<file path="config.mk">
export PLATFORM = sky130hd
export DESIGN_NAME = ray_dispatcher
export DESIGN_NICKNAME = d
export VERILOG_FILES = /design/src/rtl/ray_dispatcher.sv
export SDC_FILE = /design/constraint.sdc
export NUM_CORES = 1
export LEC_CHECK = 0
export BUFFER_PORTS_ARGS = -buffer_cell sky130_fd_sc_hd__buf_2
export CORE_ASPECT_RATIO = 1.1
export CORE_MARGIN = 3
export CORE_UTILIZATION = 55
export DETAILED_ROUTE_END_ITERATION = 10
export PLACE_DENSITY = 0.81
export SLEW_MARGIN = 20
export SYNTH_ARGS = -nofsm -noshare
export SYNTH_HDL_FRONTEND = slang
export SYNTH_SLANG_ARGS = --single-unit
</file>
<file path="constraint.sdc">
create_clock -name clock -period 4.85 [get_ports clock]
set_clock_uncertainty 0.15 [all_clocks]
set_input_delay 0.7275 -clock clock [delete_from_list [all_inputs] [get_ports clock]]
set_output_delay 0.7275 -clock clock [all_outputs]
set_load 0.005 [all_outputs]
</file>
<file path="src/rtl/ray_dispatcher.sv">
// Frame scheduler for a quad ray unit: walks the frame in raster order, derives each
// pixel's ray direction incrementally from the camera vectors and issues it over start/ready.

module ray_dispatcher_lane #(
  parameter int W = 16
) (
  input  logic         clock,
  input  logic         reset,
  input  logic         load,
  input  logic         step_col,
  input  logic         step_row,
  input  logic [W-1:0] v0,
  input  logic [W-1:0] dx,
  input  logic [W-1:0] dy,
  output logic [W-1:0] cur
);
  logic [W-1:0] row, dx_r, dy_r;

  // The row-start direction is kept separately so a row wrap never inherits
  // the accumulated per-column sum.
  always_ff @(posedge clock) begin
    if (reset) begin
      row  <= '0;
      cur  <= '0;
      dx_r <= '0;
      dy_r <= '0;
    end else if (load) begin
      row  <= v0;
      cur  <= v0;
      dx_r <= dx;
      dy_r <= dy;
    end else if (step_row) begin
      row <= row + dy_r;
      cur <= row + dy_r;
    end else if (step_col) begin
      cur <= cur + dx_r;
    end
  end
endmodule

module ray_dispatcher #(
  parameter int POSITION_WIDTH = 16,
  parameter int ADDRESS_WIDTH  = 32,
  parameter int DIM_WIDTH      = 10,
  parameter int PIXEL_STRIDE   = 1
) (
  input  logic                        clock,
  input  logic                        reset,
  input  logic                        frameStart,
  input  logic [DIM_WIDTH-1:0]        frameWidth,
  input  logic [DIM_WIDTH-1:0]        frameHeight,
  input  logic [ADDRESS_WIDTH-1:0]    frameBase,
  input  logic [3*POSITION_WIDTH-1:0] cameraQ,
  input  logic [3*POSITION_WIDTH-1:0] cameraV0,
  input  logic [3*POSITION_WIDTH-1:0] cameraDx,
  input  logic [3*POSITION_WIDTH-1:0] cameraDy,
  output logic                        frameBusy,
  output logic                        frameDone,
  output logic                        flush,
  output logic                        unitStart,
  input  logic                        unitReady,
  input  logic                        unitBusy,
  output logic [3*POSITION_WIDTH-1:0] rayQ,
  output logic [3*POSITION_WIDTH-1:0] rayV,
  output logic [ADDRESS_WIDTH-1:0]    pixelAddress
);
  typedef enum logic [1:0] {IDLE, FLUSH, ISSUE, DRAIN} state_t;

  state_t                 state, state_nxt;
  logic [DIM_WIDTH-1:0]   width, height, x, y;
  logic [ADDRESS_WIDTH-1:0] addr;
  logic                   drain_first;
  logic                   load, step_col, step_row, finish;

  always_ff @(posedge clock) begin
    if (reset) state <= IDLE;
    else       state <= state_nxt;
  end

  always_comb begin
    state_nxt = state;
    load      = 1'b0;
    step_col  = 1'b0;
    step_row  = 1'b0;
    finish    = 1'b0;
    frameBusy = (state != IDLE);
    flush     = (state == FLUSH);
    unitStart = (state == ISSUE) && unitReady;
    case (state)
      IDLE: begin
        if (frameStart) begin
          load      = 1'b1;
          state_nxt = FLUSH;
        end
      end
      FLUSH: begin
        if (width == '0 || height == '0) state_nxt = DRAIN;
        else                             state_nxt = ISSUE;
      end
      ISSUE: begin
        if (unitStart) begin
          if (x < width - DIM_WIDTH'(1))       step_col  = 1'b1;
          else if (y < height - DIM_WIDTH'(1)) step_row  = 1'b1;
          else                                 state_nxt = DRAIN;
        end
      end
      DRAIN: begin
        // unitBusy lags the final start by a cycle, so the entry cycle can't trust it
        if (!drain_first && !unitBusy) begin
          finish    = 1'b1;
          state_nxt = IDLE;
        end
      end
      default: state_nxt = IDLE;
    endcase
  end

  always_ff @(posedge clock) begin
    if (reset) begin
      width       <= '0;
      height      <= '0;
      x           <= '0;
      y           <= '0;
      addr        <= '0;
      rayQ        <= '0;
      drain_first <= 1'b0;
      frameDone   <= 1'b0;
    end else begin
      frameDone   <= finish;
      drain_first <= (state != DRAIN);
      if (load) begin
        width  <= frameWidth;
        height <= frameHeight;
        x      <= '0;
        y      <= '0;
        addr   <= frameBase;
        rayQ   <= cameraQ;
      end else if (step_row) begin
        x    <= '0;
        y    <= y + DIM_WIDTH'(1);
        addr <= addr + ADDRESS_WIDTH'(PIXEL_STRIDE);
      end else if (step_col) begin
        x    <= x + DIM_WIDTH'(1);
        addr <= addr + ADDRESS_WIDTH'(PIXEL_STRIDE);
      end
    end
  end

  assign pixelAddress = addr;

  for (genvar i = 0; i < 3; i++) begin : g_lane
    ray_dispatcher_lane #(.W(POSITION_WIDTH)) u_lane (
      .clock    (clock),
      .reset    (reset),
      .load     (load),
      .step_col (step_col),
      .step_row (step_row),
      .v0       (cameraV0[i*POSITION_WIDTH +: POSITION_WIDTH]),
      .dx       (cameraDx[i*POSITION_WIDTH +: POSITION_WIDTH]),
      .dy       (cameraDy[i*POSITION_WIDTH +: POSITION_WIDTH]),
      .cur      (rayV[i*POSITION_WIDTH +: POSITION_WIDTH])
    );
  end
endmodule

</file>
==> results of run 1 <==
-- cell families (layout without fill, tap and decap cells) --
logic type	Yosys count	count (layout)	share of synthesized area
XOR/XNOR	118	118	0.0600
adder cells (fa/ha/maj)	125	125	0.0935
buffers and inverters	163	500	0.0372
other	0	1	0
AO/OA/AOI/OAI	628	628	0.230
AND/OR/NAND/NOR	840	840	0.210
multiplexers	3	3	0.00174
flip-flops	316	316	0.367
-- per-stage QoR --
step / worst slack, ns / total power, mW / cells / hold slack, ns
after floorplan: 1.21 / 6.52 / 2193 / 0.244
after global placement: 0.620 / 7.74 / 2882 / 0.255
after detailed placement: 0.485 / 7.90 / 2882 / 0.258
after CTS: 0.478 / 10.7 / 2944 / 0.249
after global routing: 0.179 / 11.4 / 2944 / 0.265
final: 0.486 / 10.7 / 2945 / 0.267
-- flip-flops by register name, summed over array words and instances, names as in the netlist --
| name | count |
|---|---|
| pixelAddress | 32 |
| g_lane.u_lane.cur | 48 |
| x | 10 |
| width | 10 |
| frameDone | 1 |
| height | 10 |
| g_lane.u_lane.row | 48 |
| g_lane.u_lane.dy_r | 48 |
| drain_first | 1 |
| rayQ | 48 |
| y | 10 |
| g_lane.u_lane.dx_r | 48 |
| state | 2 |
-- power groups by stage --
| stage | registers (mW) | logic, mW | clock network (mW) |
|---|---|---|---|
| 6_report | 3.71 | 4.20 | 2.76 |
| 5_1_grt | 3.77 | 4.70 | 2.91 |
| 4_1_cts | 3.70 | 4.19 | 2.80 |
| 3_5_place_dp | 3.75 | 4.15 | 0 |
| 3_3_place_gp | 3.73 | 4.01 | 0 |
| 2_1_floorplan | 3.61 | 2.92 | 0 |
-- path summary, 6_finish.rpt --
path	slack, ns	to
worst max-delay path	0.49	g_lane[0].u_lane.cur[10]
worst min-delay path	0.27	frameDone
worst max register to register	0.49	g_lane[0].u_lane.cur[10]
worst min register to register	0.27	frameDone
-- layout make-up --
type / instances / share of cell area
Antenna cell: 1 / 0.000122
Tap cell: 414 / 0.0252
Multi-Input combinational cell: 1714 / 0.500
Timing Repair Buffer: 395 / 0.101
Clock inverter: 13 / 0.00760
Inverter: 43 / 0.00784
Sequential cell: 316 / 0.307
Clock buffer: 49 / 0.0511
-- cells in the mapped netlist, drive strengths merged (6+ instances only) --
library cell and count:
nand2 473, dfxtp 316, a21oi 292, nor2 172
ha 119, clkbuf 95, o21ai 74, a211oi 67
xnor2 61, xor2 57, inv 43, nor3 43
nand3 32, buf 25, a21o 23, and3 21
o21a 21, o211ai 19, a31oi 18, a311oi 17
nand4 15, nor2b 15, nor4 14, nand3b 13
o41ai 12, a211o 11, nand2b 11, or3 11
o21bai 9, o31a 8, fa 6
-- routing by layer --
layer	vias up	track usage	part of all wire
li1	8362	-	-
met1	7940	0.349	0.40
met2	644	0.523	0.48
met3	156	0.0522	0.071
met4	2	0.144	0.049
met5	-	0	0.00014
-- worst max-delay path, stage by stage, from the launching register on --
cell and delay, ns:
sky130_fd_sc_hd__dfxtp_1 0.34, sky130_fd_sc_hd__or4_1 0.60, sky130_fd_sc_hd__nor4_1 0.28, sky130_fd_sc_hd__nand2_1 0.12, sky130_fd_sc_hd__xor2_1 0.15, sky130_fd_sc_hd__ha_1 0.31
sky130_fd_sc_hd__nand4_1 0.15, sky130_fd_sc_hd__a211oi_1 0.38, sky130_fd_sc_hd__nor3_2 0.13, sky130_fd_sc_hd__or4_2 0.59, sky130_fd_sc_hd__buf_12 0.24, sky130_fd_sc_hd__nand2_1 0.44
sky130_fd_sc_hd__nor2_1 0.14, sky130_fd_sc_hd__o41ai_2 0.22
==> results.tsv, run 1 <==
stage	metric	value	unit
detailed_routing	first_iter_violations	1161	
timing	timing.final.crit_share	0.900	
floorplanning	floorplan.die.width	175	um
power	internal_portion_of_total_power	6.51	mW
floorplanning	design.die.area	33500	um2
timing	timing_max_transition_violations_final	0	
min_path	worst_hold_path_type	input port to register	
status	status	finished, final reports clean	
floorplanning	core.rowCount	67	
detailed_routing	dr_total_vias	17100	
synthesis	ys_types	72	
timing	max_slew.worst_pin.slew	1.03	ns
synthesis	yosys_warnings	0	
global_route	wire_length_of_the_first_global_routing_pass	82500	um
detailed_routing	detail_route.first_pass.iterations	6	
clock_network	clock_tree.htree_level_count	2	
global_route	largest_net_degree_at_the_start_of_global_routing	172	
clock_network	post_cts_hold_buffer_count	0	
detailed_routing	route.detailed.drc	0	
synthesis	synth_area_leader_cell	sky130_fd_sc_hd__dfxtp_1	
detailed_routing	routed_wl	51800	um
clock_network	root_buffer	sky130_fd_sc_hd__clkbuf_16	
synthesis	synth-seq-cells	316	
global_route	grt_overflow	0	
timing	period_needed	4.36	ns
detailed_routing	number_of_nets_with_antenna_violations_after_detailed_routing	0	
floorplanning	ioPinCount	381	
finish	layout_common_cells	sky130_fd_sc_hd__nand2_1 (471), sky130_fd_sc_hd__buf_2 (379), sky130_fd_sc_hd__dfxtp_1 (316)	
synthesis	synth_flop_cell	sky130_fd_sc_hd__dfxtp_1	
setup_path	r2r.worst_path.cells	13	
clock_network	clock_tree_from_tritoncts	done	
power	clkPwrFrac	0.259	
synthesis	largest_cells_by_area_after_synthesis	sky130_fd_sc_hd__dfxtp_1 (37%), sky130_fd_sc_hd__nand2_1 (10%), sky130_fd_sc_hd__ha_1 (8.6%)	
global_route	first_global_vias	16900	
finish	most_common_cell_after_layout_fill_and_taps_aside	sky130_fd_sc_hd__nand2_1	
timing	setup-violations-final	0	
detailed_routing	detail_route.vias_per_cell	5.81	
finish	fin_area	20600	um2
power	leakagePower	9.03	nW
floorplanning	core_region_area	30700	um2
power	power.share.combinational	0.394	
clock_network	cts-root-to-sink-buffers	3	
timing	max_freq	229	MHz
setup_path	sort_of_element_at_the_start_of_the_critical_path	register	
synthesis	synth_async_sr_flop_share	0	
setup_path	criticalPathCategory	register to register	
synthesis	synthCells	2193	
setup_path	cp-end-kind	register	
min_path	hold-path-cell-count	2	
setup_path	crit_path_max_fanout	63	
placement	detailed_place_hpwl	37200	um
finish	area.growth.synth_to_final	19.6	%
placement	port_buffers	380	
job	max_cap_violations	0	
synthesis	avgSynthCellArea	7.85	um2
global_route	antenna_found_initial	1	
clock_network	worst_skew_pair.late_latency	0.52	ns
power	power_density	519	nW/um2
placement	dpl_cell_area	19400	um2
setup_path	cp-startpoint	width[2]	
clock_network	cts-buffers-inserted	35	
placement	place_congestion	0.914	
timing	rsz0062_at_grt	false	
synthesis	synth-edff-count	0	
min_path	min-delay-start	unitBusy	
setup_path	cp.required	5.11	ns
floorplanning	fp.dieH	192	um
setup_path	regToRegStartpoint	width[2]	
clock_network	post_cts_buffers	0	
finish	multiInputGateArea	10300	um2
detailed_routing	detail_route.wl_per_cell	17.6	um
synthesis	synth_sequential_area_ratio	0.367	
timing	final-hold-violation-count	0	
finish	final_core_util	0.671	
power	seqPwrFrac	0.347	
finish	nFillCells	2634	
finish	seqCellArea	6330	um2
setup_path	crit_arrival	4.63	ns
global_route	grt_use_total	0.296	
clock_network	cts.reportedPaths.clkPinSlew	0.06	ns
finish	final_net_count	2879	
power	ir_drop	324	uV
timing	finalSetupTns	0	ns
clock_network	cts_num_sinks	316	
floorplanning	floorplan.initialDensity	0.561	
clock_network	resized_after_cts	0	
synthesis	synth_top_cell_area_share	0.367	
synthesis	syn-num-nets	2567	
synthesis	syn-cell-area	17200	um2
power	switchingPower	4.16	mW
finish	layout-drive-gt1-share	0.190	
power	power.share.switching	0.390	
timing	slew-limit-headroom	0.311	
No activity file was read; power rests on OpenSTA's default activity.
==> run 2, diff against run 1 <==
Settings changed: RECOVER_POWER set to 100.
==> run 2 against run 1 <==
Via count rose by 0.13%. Worst hold slack got worse by 0.0013 ns. First-iteration DRC count fell by 2.2%. Flip-flop and latch count did not move. Sequential power barely moved. Maximum frequency fell by 0.92%. Count of clock-buffer cells in the layout did not move. Register-to-register slack got worse by 0.04 ns. Power fell by 0.57%. The run now ends with capacitance limit, slew limit left. Combinational power fell by 1%. Global-route usage did not move.
==> results.tsv, run 2 (synthesized netlist as in run 1, its figures left out) <==
stage	metric	value	unit
detailed_routing	first_iter_violations	1135	
global_route	grt_overflow	0	
detailed_routing	dr_total_vias	17100	
setup_path	criticalPathCategory	register to register	
min_path	worst_hold_path_type	register to register	
power	leakagePower	8.69	nW
setup_path	crit_arrival	4.66	ns
global_route	first_global_vias	16900	
global_route	wire_length_of_the_first_global_routing_pass	82500	um
clock_network	clock_tree_from_tritoncts	done	
timing	final-hold-violation-count	0	
finish	final_net_count	2879	
timing	finalSetupTns	0	ns
timing	timing_max_transition_violations_final	214	
timing	finalHoldWorstSlack	0.266	ns
placement	placed_cells	2882	
detailed_routing	detail_route.vias_per_cell	5.82	
power	power_density	520	nW/um2
global_route	grt_use_total	0.296	
clock_network	post_cts_hold_buffer_count	0	
placement	port_buffers	380	
floorplanning	floorplan.initialDensity	0.561	
clock_network	root_buffer	sky130_fd_sc_hd__clkbuf_16	
clock_network	cts.reportedPaths.clkPinSlew	0.06	ns
clock_network	resized_after_cts	0	
timing	slew-limit-headroom	-0.819	
floorplanning	ioPinCount	381	
placement	place_congestion	0.914	
floorplanning	design.die.area	33500	um2
finish	area.growth.synth_to_final	18.5	%
setup_path	crit_path_max_fanout	24	
status	status	complete, but fails checks	
clock_network	cts-root-to-sink-buffers	3	
clock_network	worst_skew_pair.late_latency	0.52	ns
setup_path	sort_of_element_at_the_start_of_the_critical_path	register	
timing	timing.final.crit_share	0.908	
clock_network	cts-buffers-inserted	35	
global_route	antenna_found_initial	1	
finish	most_common_cell_after_layout_fill_and_taps_aside	sky130_fd_sc_hd__nand2_1	
timing	period_needed	4.41	ns
global_route	largest_net_degree_at_the_start_of_global_routing	172	
detailed_routing	routed_wl	51800	um
finish	layout-drive-gt1-share	0.155	
finish	finish.cell_count_without_fillers	2945	
detailed_routing	detail_route.first_pass.iterations	5	
floorplanning	floorplan.die.width	175	um
job	max_cap_violations	2	
clock_network	cts_num_sinks	316	
timing	setup-violations-final	0	
timing	max_slew.worst_pin.slew	2.73	ns
finish	layout_common_cells	sky130_fd_sc_hd__nand2_1 (471), sky130_fd_sc_hd__dfxtp_1 (316), sky130_fd_sc_hd__buf_2 (298)	
placement	detailed_place_hpwl	37200	um
floorplanning	core_region_area	30700	um2
clock_network	clock_tree.htree_level_count	2	
floorplanning	fp.dieH	192	um
detailed_routing	number_of_nets_with_antenna_violations_after_detailed_routing	0	
setup_path	cp-end-kind	register	
power	ir_drop	320	uV
clock_network	post_cts_buffers	0	
timing	rsz0062_at_grt	false	
detailed_routing	detail_route.wl_per_cell	17.6	um
timing	max_freq	227	MHz
setup_path	cp.required	5.11	ns
status	failed_checks	capacitance limit, slew limit	
detailed_routing	route.detailed.drc	0	
floorplanning	core.rowCount	67	
[run 2: per-layer routing]
layer | up-vias | global-route usage | share of wire | wire length [um]
met1 | 7939 | 0.349 | 0.40 | 20400
met2 | 662 | 0.523 | 0.48 | 24800
met3 | 159 | 0.0522 | 0.076 | 3950
li1 | 8365 | - | - | -
met5 | - | 0 | 0.00014 | 7
met4 | 2 | 0.144 | 0.050 | 2590
[run 2: final timing paths]
path | cells past startpoint | endpoint | slack (ns) | start
hold / removal | 1 | frameDone | 0.27 | drain_first
hold reg to reg | 1 | frameDone | 0.27 | drain_first
setup / recovery | 13 | g_lane[0].u_lane.cur[1] | 0.44 | width[2]
setup reg to reg | 13 | g_lane[0].u_lane.cur[1] | 0.44 | width[2]
[run 2: critical path, stage by stage (launching register included)]
cell	delay, ns
sky130_fd_sc_hd__dfxtp_1	0.34
sky130_fd_sc_hd__or4_1	0.60
sky130_fd_sc_hd__nor4_1	0.28
sky130_fd_sc_hd__nand2_1	0.12
sky130_fd_sc_hd__xor2_1	0.15
sky130_fd_sc_hd__ha_1	0.31
sky130_fd_sc_hd__nand4_1	0.15
sky130_fd_sc_hd__a211oi_1	0.38
sky130_fd_sc_hd__nor3_2	0.13
sky130_fd_sc_hd__o21ba_1	0.40
sky130_fd_sc_hd__nand2b_4	0.30
sky130_fd_sc_hd__nand2_2	0.37
sky130_fd_sc_hd__buf_12	0.33
sky130_fd_sc_hd__a311oi_1	0.29
[run 2: final cells by class]
type                    count  area (um2)
well taps                 414         518
repair buffers            395        1960
inverters                  43         161
diodes                      1        2.50
fillers                  2685       10300
flip-flops and latches    316        6330
clock buffers              49        1050
clock inverters            13         156
multi-input cells        1714       10200
[run 2: power by group]
part	switching [mW]	internal [mW]	total, mW
clock network	1.09	1.68	2.76
logic	2.54	1.60	4.14
registers	0.526	3.19	3.71
[run 2: metrics by stage]
| step | instance area [um2] | util | total power [mW] | setup WS [ns] |
|---|---|---|---|---|
| floorplan | 17200 | - | 6.52 | 1.21 |
| global placement | 19400 | 0.631 | 7.74 | 0.620 |
| detailed placement | 19400 | 0.631 | 7.90 | 0.485 |
| CTS | 20600 | 0.671 | 10.7 | 0.478 |
| global route | 20400 | 0.665 | 11.3 | 0.141 |
| finish | 20400 | 0.665 | 10.6 | 0.445 |
==> run 3, diff against run 2 <==
Settings changed: BUFFER_PORTS_ARGS -buffer_cell sky130_fd_sc_hd__buf_2 to -buffer_cell sky130_fd_sc_hd__buf_4, CTS_CLUSTER_DIAMETER set to 150, CTS_CLUSTER_SIZE set to 8.
==> run 3 against run 2 <==
Non-clock buffer count unchanged. The run still ends with capacitance limit, slew limit left. Sequential power about the same. Global-route usage grew 0.24 points. Count of clock-buffer cells in the layout shrank 4.
==> results.tsv, run 3 (synthesized netlist as in run 1, its figures left out) <==
stage	metric	value	unit
status	status	complete, but fails checks	
status	failed_checks	capacitance limit, slew limit	
global_route	grt_overflow	0	
global_route	antenna_found_initial	1	
clock_network	clock_tree_from_tritoncts	done	
detailed_routing	number_of_nets_with_antenna_violations_after_detailed_routing	0	
finish	fin_area	21300	um2
clock_network	cts.reportedPaths.clkPinSlew	0.05	ns
power	leakagePower	9.06	nW
timing	timing.final.crit_share	0.921	
min_path	hold-path-cell-count	2	
finish	seqCellArea	6330	um2
timing	slew-limit-headroom	-0.295	
floorplanning	core.rowCount	67	
clock_network	worst_skew_pair.late_latency	0.54	ns
finish	final_net_count	2889	
placement	place_congestion	0.922	
placement	detailed_place_hpwl	37400	um
setup_path	r2r.worst_path.cells	13	
global_route	largest_net_degree_at_the_start_of_global_routing	223	
clock_network	resized_after_cts	0	
min_path	min_to	frameDone	
clock_network	cts-buffers-inserted	45	
timing	timing_max_transition_violations_final	85	
floorplanning	floorplan.initialDensity	0.561	
min_path	worst_hold_path_type	input port to register	
floorplanning	core_region_area	30700	um2
clock_network	cts_num_sinks	316	
floorplanning	fp.dieH	192	um
floorplanning	design.die.area	33500	um2
detailed_routing	route.detailed.drc	0	
setup_path	crit_arrival	4.76	ns
timing	final-hold-violation-count	0	
setup_path	cp.required	5.14	ns
min_path	min-delay-start	unitBusy	
global_route	first_global_vias	16900	
setup_path	cp-end-kind	register	
global_route	grt_use_total	0.299	
setup_path	regToRegStartpoint	width[2]	
setup_path	criticalPathCategory	register to register	
placement	dpl_cell_area	20300	um2
clock_network	clock_tree.htree_level_count	2	
clock_network	post_cts_hold_buffer_count	0	
detailed_routing	dr_total_vias	17200	
setup_path	crit_path_max_fanout	63	
detailed_routing	routed_wl	52500	um
clock_network	root_buffer	sky130_fd_sc_hd__clkbuf_16	
finish	nFillCells	2586	
global_route	wire_length_of_the_first_global_routing_pass	83100	um
finish	most_common_cell_after_layout_fill_and_taps_aside	sky130_fd_sc_hd__nand2_1	
setup_path	sort_of_element_at_the_start_of_the_critical_path	register	
power	power_density	507	nW/um2
power	total_power	10.8	mW
floorplanning	floorplan.die.width	175	um
detailed_routing	first_iter_violations	1204	
detailed_routing	detail_route.first_pass.iterations	7	
timing	finalSetupTns	0	ns
timing	period_needed	4.47	ns
timing	setup-violations-final	0	
finish	layout-drive-gt1-share	0.170	
timing	max_freq	224	MHz
setup_path	critical_path.reg2reg.endpoint	g_lane[0].u_lane.cur[15]	
detailed_routing	detail_route.wl_per_cell	17.9	um
clock_network	post_cts_buffers	0	
timing	max_slew.worst_pin.slew	1.94	ns
clock_network	cts-root-to-sink-buffers	3	
finish	layout_common_cells	sky130_fd_sc_hd__nand2_1 (471), sky130_fd_sc_hd__dfxtp_1 (316), sky130_fd_sc_hd__a21oi_1 (292)	
floorplanning	ioPinCount	381	
timing	rsz0062_at_grt	false	
finish	multiInputGateArea	10200	um2
setup_path	timing.reg2reg.setup_slack	0.38	ns
detailed_routing	detail_route.vias_per_cell	5.88	
power	ir_drop	292	uV
job	max_cap_violations	2	
finish	area.growth.synth_to_final	23.7	%
placement	port_buffers	380	
run 3: cell count changes in the layout (fill, tap and decap cells not counted), moves of 4 or more:
cell	before	now
sky130_fd_sc_hd__clkbuf_8	8	0
sky130_fd_sc_hd__buf_2	298	0
sky130_fd_sc_hd__clkbuf_1	83	35
sky130_fd_sc_hd__clkbuf_16	37	45
sky130_fd_sc_hd__clkbuf_4	1	99
sky130_fd_sc_hd__clkinvlp_4	5	0
sky130_fd_sc_hd__buf_4	9	253
sky130_fd_sc_hd__clkinv_2	4	0
run 3: worst max path at each step:
stage | from | cells past startpoint | slack [ns] | endpoint
after global placement | width[2] | 14 | 0.58 | g_lane[0].u_lane.cur[4]
after detailed placement | width[2] | 14 | 0.48 | g_lane[1].u_lane.cur[2]
after global routing | width[2] | 13 | 0.13 | g_lane[0].u_lane.cur[15]
after floorplan | width[2] | 14 | 1.21 | g_lane[0].u_lane.cur[4]
final | width[2] | 13 | 0.38 | g_lane[0].u_lane.cur[15]
after CTS | width[2] | 13 | 0.44 | g_lane[1].u_lane.cur[14]
run 3: per-stage QoR:
step / util / instances / hold WS (ns) / worst slack, ns
after floorplan: - / 2193 / 0.244 / 1.21
after global placement: 0.662 / 2882 / 0.257 / 0.579
after detailed placement: 0.662 / 2882 / 0.264 / 0.484
after CTS: 0.701 / 2931 / 0.217 / 0.442
after global routing: 0.694 / 2931 / 0.224 / 0.132
final: 0.694 / 2932 / 0.234 / 0.382
run 3: layer usage:
layer  up-vias  share of wire  track usage  routed length [um]
li1       8362              -            -                   -
met1      8002           0.39        0.358               20700
met2       712           0.48        0.517               25300
met3       154          0.076       0.0591                4000
met4         2          0.047        0.141                2460
met5         -        0.00038            0                  20
run 3: critical path: stages (launching register included):
cell and delay (ns):
sky130_fd_sc_hd__dfxtp_1 0.35, sky130_fd_sc_hd__or4_1 0.60, sky130_fd_sc_hd__nor4_1 0.33, sky130_fd_sc_hd__nand2_1 0.12, sky130_fd_sc_hd__xor2_1 0.15, sky130_fd_sc_hd__ha_1 0.31, sky130_fd_sc_hd__nand4_1 0.14, sky130_fd_sc_hd__a211oi_1 0.33
sky130_fd_sc_hd__nor3_1 0.17, sky130_fd_sc_hd__or4_2 0.60, sky130_fd_sc_hd__buf_12 0.25, sky130_fd_sc_hd__nor2_2 0.37, sky130_fd_sc_hd__o21ai_0 0.22, sky130_fd_sc_hd__a311oi_1 0.27
run 3: final cells by class:
type / instances / share of cell area
Timing Repair Buffer: 395 / 0.135
Sequential cell: 316 / 0.297
Clock inverter: 4 / 0.00335
Clock buffer: 45 / 0.0529
Tap cell: 414 / 0.0243
Multi-Input combinational cell: 1714 / 0.480
Inverter: 43 / 0.00758
Antenna cell: 1 / 0.000117
run 3: where the power goes:
part           switching [mW]  internal [mW]  leakage, nW
Combinational            2.53           1.76         5.88
Sequential              0.532           3.19         2.59
Clock                    1.11           1.68        0.587
